[src/rtl/rom_fetch_ctrl.sv]
// ============================================================================
// rom_fetch_ctrl
// ----------------------------------------------------------------------------
// Instruction fetch sequencer for the CPU program ROM.
//
// This block owns the program counter and drives the ROM address directly
// from it. The ROM has an asynchronous read, so the word for the current pc
// is available in the same cycle. That word is captured into a one-entry
// instruction slot, which decode/execute takes over a valid/ready handshake.
// Execute can redirect the fetch stream with a jump pulse, or stop it for
// good with a halt. Only a reset brings the controller back out of halt.
//
// Parameters
//   ADDR_W    ROM address width and pc width; the pc wraps modulo 2**ADDR_W
//   DATA_W    instruction word width
//   RESET_PC  pc value loaded at reset
//
// Ports
//   clk        in   1       single clock, all state on posedge
//   rst        in   1       synchronous, active-high reset
//   rom_addr   out  ADDR_W  ROM address, combinational copy of pc
//   rom_dout   in   DATA_W  ROM read data for rom_addr, same cycle
//   ins_valid  out  1       instruction slot holds a valid word
//   ins_ready  in   1       consumer accepts the slot this cycle
//   ins_data   out  DATA_W  registered instruction word
//   ins_pc     out  ADDR_W  address ins_data was fetched from
//   jmp_en     in   1       one-cycle redirect pulse from execute
//   jmp_addr   in   ADDR_W  redirect target, sampled when jmp_en=1
//   halt       in   1       stop fetching; sticky until rst
//   halted     out  1       controller is in HALT
// ============================================================================
module rom_fetch_ctrl #(
    parameter int ADDR_W   = 8,
    parameter int DATA_W   = 37,
    parameter int RESET_PC = 0
) (
    input  logic              clk,
    input  logic              rst,
    output logic [ADDR_W-1:0] rom_addr,
    input  logic [DATA_W-1:0] rom_dout,
    output logic              ins_valid,
    input  logic              ins_ready,
    output logic [DATA_W-1:0] ins_data,
    output logic [ADDR_W-1:0] ins_pc,
    input  logic              jmp_en,
    input  logic [ADDR_W-1:0] jmp_addr,
    input  logic              halt,
    output logic              halted
);

    localparam logic [ADDR_W-1:0] PC_INIT = ADDR_W'(RESET_PC);
    localparam logic [ADDR_W-1:0] PC_STEP = ADDR_W'(1);

    typedef enum logic {
        S_FETCH = 1'b0,
        S_HALT  = 1'b1
    } state_t;

    state_t            state;
    state_t            state_n;
    logic [ADDR_W-1:0] pc;
    logic [ADDR_W-1:0] pc_n;
    logic              valid_n;
    logic [DATA_W-1:0] data_n;
    logic [ADDR_W-1:0] ins_pc_n;
    logic              slot_free;

    // The ROM sees the pc directly; there is no registered address stage,
    // so the word returned this cycle always belongs to the current pc.
    assign rom_addr = pc;

    // halted is simply the decoded state register, so it changes only on
    // a clock edge and never depends combinationally on the inputs.
    assign halted = (state == S_HALT);

    // The slot can take a new word if it is empty, or if the consumer is
    // draining it on this very edge.
    assign slot_free = !ins_valid || ins_ready;

    // Next-state and datapath decisions. Within FETCH, halt beats jump and
    // jump beats a normal fetch. A jump squashes whatever sits in the slot,
    // because that word came from the wrong path; the redirected word is
    // fetched on the following edge, which gives the single-cycle bubble.
    // When the slot is full and not being accepted, everything holds so
    // the consumer sees a stable word and the pc does not run ahead.
    always_comb begin
        state_n  = state;
        pc_n     = pc;
        valid_n  = ins_valid;
        data_n   = ins_data;
        ins_pc_n = ins_pc;

        case (state)
            S_FETCH: begin
                if (halt) begin
                    state_n = S_HALT;
                    valid_n = 1'b0;
                end else if (jmp_en) begin
                    valid_n = 1'b0;
                    pc_n    = jmp_addr;
                end else if (slot_free) begin
                    data_n   = rom_dout;
                    ins_pc_n = pc;
                    valid_n  = 1'b1;
                    pc_n     = pc + PC_STEP;
                end
            end
            S_HALT: begin
                valid_n = 1'b0;
            end
        endcase
    end

    // State register. Reset discards any in-flight slot and restarts the
    // fetch stream from RESET_PC, whether or not the controller was halted.
    always_ff @(posedge clk) begin
        if (rst) begin
            state     <= S_FETCH;
            pc        <= PC_INIT;
            ins_valid <= 1'b0;
            ins_data  <= '0;
            ins_pc    <= '0;
        end else begin
            state     <= state_n;
            pc        <= pc_n;
            ins_valid <= valid_n;
            ins_data  <= data_n;
            ins_pc    <= ins_pc_n;
        end
    end

endmodule

[config.mk]
export PLATFORM = sky130hd
export DESIGN_NAME = rom_fetch_ctrl
export DESIGN_NICKNAME = d
export VERILOG_FILES = /design/src/rtl/rom_fetch_ctrl.sv
export SDC_FILE = /design/constraint.sdc
export NUM_CORES = 1
export LEC_CHECK = 0
export ABC_CLOCK_PERIOD_IN_PS = 1300
export CORE_ASPECT_RATIO = 0.8
export CORE_UTILIZATION = 36
export CTS_CLUSTER_DIAMETER = 120
export DETAILED_ROUTE_END_ITERATION = 8
export GPL_TIMING_DRIVEN = 0
export PLACE_DENSITY = 0.78
export RECOVER_POWER = 50
export SETUP_SLACK_MARGIN = 0.3
export SYNTH_ARGS = -nofsm -noshare
export SYNTH_HDL_FRONTEND = slang
export SYNTH_SLANG_ARGS = --single-unit
export TNS_END_PERCENT = 100
[constraint.sdc]
create_clock -name clk -period 1.3 [get_ports clk]
set_clock_uncertainty 0.2 [all_clocks]
set_input_delay 0.195 -clock clk [delete_from_list [all_inputs] [get_ports clk]]
set_output_delay 0.195 -clock clk [all_outputs]
set_load 0.05 [all_outputs]
==> flow_summary.yaml <==
floorplan:
  fp.dieArea_um2: 6210
  ios: 105
  rows: 24
  die_y_um: 70.7
  die-width_um: 87.9
  start_util: 0.382
  core_um2: 5560
setup_path:
  worstReg2RegEnd: "rom_addr[4]"
  cp.required_ns: 1.33
  start_kind: "flop"
  worstSetupPathType: "flop to flop"
  r2r-start: "halted"
  critical_path.max_fanout: 5
  r2r_slack_ns: -0.27
  arrival_ns: 1.59
  end_kind: "flop"
  reg2reg_depth: 7
final_layout:
  layout_common_cells: "62 x buf_8, 61 x nand2_1, 47 x clkdlybuf4s50_1, 45 x dfxtp_2, 37 x a21oi_2"
  final_common_cell: "buf_8"
  area_growth_pct: 117
  utilization: 0.831
  num-fill-cells: 321
  drive_gt1_frac: 0.623
  nets: 466
  seq_area_um2: 1190
  multi_input_area_um2: 1360
global_route:
  antenna_found_initial: 1
  grt.total_usage: 0.224
  grt_max_degree: 17
  overflow: 0
  grt_pass1_vias: 2353
  grt_first_pass_wirelength_um: 10800
clock_network:
  clkLatencyLatePin_ns: 0.31
  cts_tree: "yes"
  clock-sinks: 55
  cts_htree_levels: 2
  clk_pin_slew_ns: 0.11
  cts_made_buffers: 5
  ctsLongestPathBuffers: 2
  cts-root-buf: "clkbuf_8"
logic_synthesis:
  synth.avg_cell_area_um2: 7.96
  synth_cell_types: 24
  syn-num-nets: 318
  synthCells: 267
  synth-edff-count: 0
  yosysWarningCount: 0
  synth_ff_type: "dfxtp_1"
  syn-cell-area_um2: 2120
  synth-seq-cells: 55
  synth_seq_area_share: 0.518
  async_reset_ff_frac: 0
placement:
  io_buffers: 104
  hpwl_um: 4170
  gp_congestion: 0.795
worst_hold_path:
  min_to: "ins_valid"
  hold_depth: 2
  hp-start: "halt"
  hold_path_class: "input pin to flop"
timing:
  timing.final.ws_setup_ns: -0.267
  hold_viol: 0
  finalSetupViolations: 54
  rsz0062_at_grt: "yes"
  min_period_ns: 1.57
  maxSlewHeadroom: 0.768
  slew_viol_final: 0
  finalHoldWorstSlack_ns: 0.177
  fmax_mhz: 638
  period_share: 1.21
  worst_pin_slew_ns: 0.348
detailed_routing:
  vias: 2563
  drtIter0Drc: 139
  drc_errors: 0
  drt-wirelength-per-cell_um: 18.1
  drt_wl_total_um: 8970
  ant_nets: 0
  routed_via_density: 5.18
  dr.pass1.iters: 4
job:
  max-cap-violations: 0
status:
  failed_checks: "setup timing"
  status: "complete, but fails checks"
pwr:
  p_leak_nw: 1.93
  vdd_drop_max_uv: 577
  power_density_nw_per_um2: 886
==> flip-flops by register name (all words and copies together) (netlist names) <==
name / cells
halted: 1
ins_valid: 1
rom_addr: 8
ins_data: 37
ins_pc: 8
==> metrics by stage <==
| step | instance area, µm² | TNS, ns | worst slack (ns) | std cells | power, mW |
|---|---|---|---|---|---|
| 6_report | 4610 | -7.19 | -0.267 | 495 | 4.09 |
| 5_1_grt | 4610 | -10.97 | -0.338 | 495 | 4.25 |
| 4_1_cts | 4070 | -5.03 | -0.127 | 482 | 3.89 |
| 3_5_place_dp | 3330 | -47.76 | -0.702 | 449 | 2.64 |
| 3_3_place_gp | 3330 | -46.54 | -0.674 | 449 | 2.63 |
| 2_1_floorplan | 2200 | -2.12 | -0.0558 | 267 | 2.29 |
==> where the power goes <==
part / leakage, nW / total [mW] / internal, mW / switching, mW
combinational: 1.40 / 1.17 / 0.559 / 0.616
sequential: 0.476 / 1.85 / 1.76 / 0.0864
clock: 0.0505 / 1.07 / 0.487 / 0.584
total: 1.93 / 4.09 / 2.80 / 1.29
==> worst max-delay path by stage <==
stage,from,to,cells past startpoint
floorplan,halted,ins_pc[7],6
global placement,jmp_en,ins_data[19],6
detailed placement,jmp_en,ins_data[7],6
CTS,halted,rom_addr[6],6
global route,rom_addr[0],rom_addr[4],5
finish,halted,rom_addr[4],7
==> logic make-up after synthesis <==
family | count (synthesis) | synth area share
AND/OR/NAND/NOR | 117 | 0.222
adder cells (fa/ha/maj) | 1 | 0.00589
flip-flops | 55 | 0.518
AO/OA/AOI/OAI | 73 | 0.190
multiplexers | 1 | 0.00471
buffers and inverters | 20 | 0.0595
==> repair_timing <==
action	CTS	global route
cloned	6	0
hold buffers	0	0
buffers inserted	19	12
endpoints found under the setup margin	110	110
pin swaps	12	67
gates resized for setup	527	122
==> metal layers <==
layer / vias to the layer above / share of wire / global-route usage
met5: - / 0 / 0
li1: 1188 / - / -
met2: 123 / 0.50 / 0.392
met4: 0 / 0.013 / 0.0583
met1: 1237 / 0.40 / 0.259
met3: 15 / 0.085 / 0.0770
==> area by class of cell <==
type | count | share of cell area
Sequential cell | 55 | 0.259
Clock buffer | 7 | 0.0209
Clock inverter | 1 | 0.00163
Timing Repair Buffer | 141 | 0.358
Multi-Input combinational cell | 192 | 0.294
Inverter | 2 | 0.00163
Tap cell | 78 | 0.0211
Antenna cell | 1 | 0.000542
Buffer | 18 | 0.0434
==> synthesized netlist by cell type, drive strengths merged, types with 2 or more instances <==
cell | count | area share
a31oi | 3 | 0.0088
buf | 12 | 0.045
inv | 2 | 0.0035
dfxtp | 55 | 0.52
nor4 | 2 | 0.0059
clkbuf | 6 | 0.011
nand2b | 5 | 0.015
o21bai | 2 | 0.0071
o31ai | 4 | 0.014
a21oi | 52 | 0.12
a211oi | 3 | 0.011
o21a | 3 | 0.011
o21ai | 5 | 0.012
nand2 | 99 | 0.17
nor2 | 5 | 0.0088
nand3 | 3 | 0.0071
==> critical path, stage by stage, from the launching register on <==
cell and delay (ns):
dfxtp_4 0.38, buf_6 0.12, nor2_4 0.12, o21a_1 0.17
buf_4 0.13, buf_6 0.12, nand2_1 0.06, a21oi_1 0.18
No activity file was read; power rests on OpenSTA's default activity.
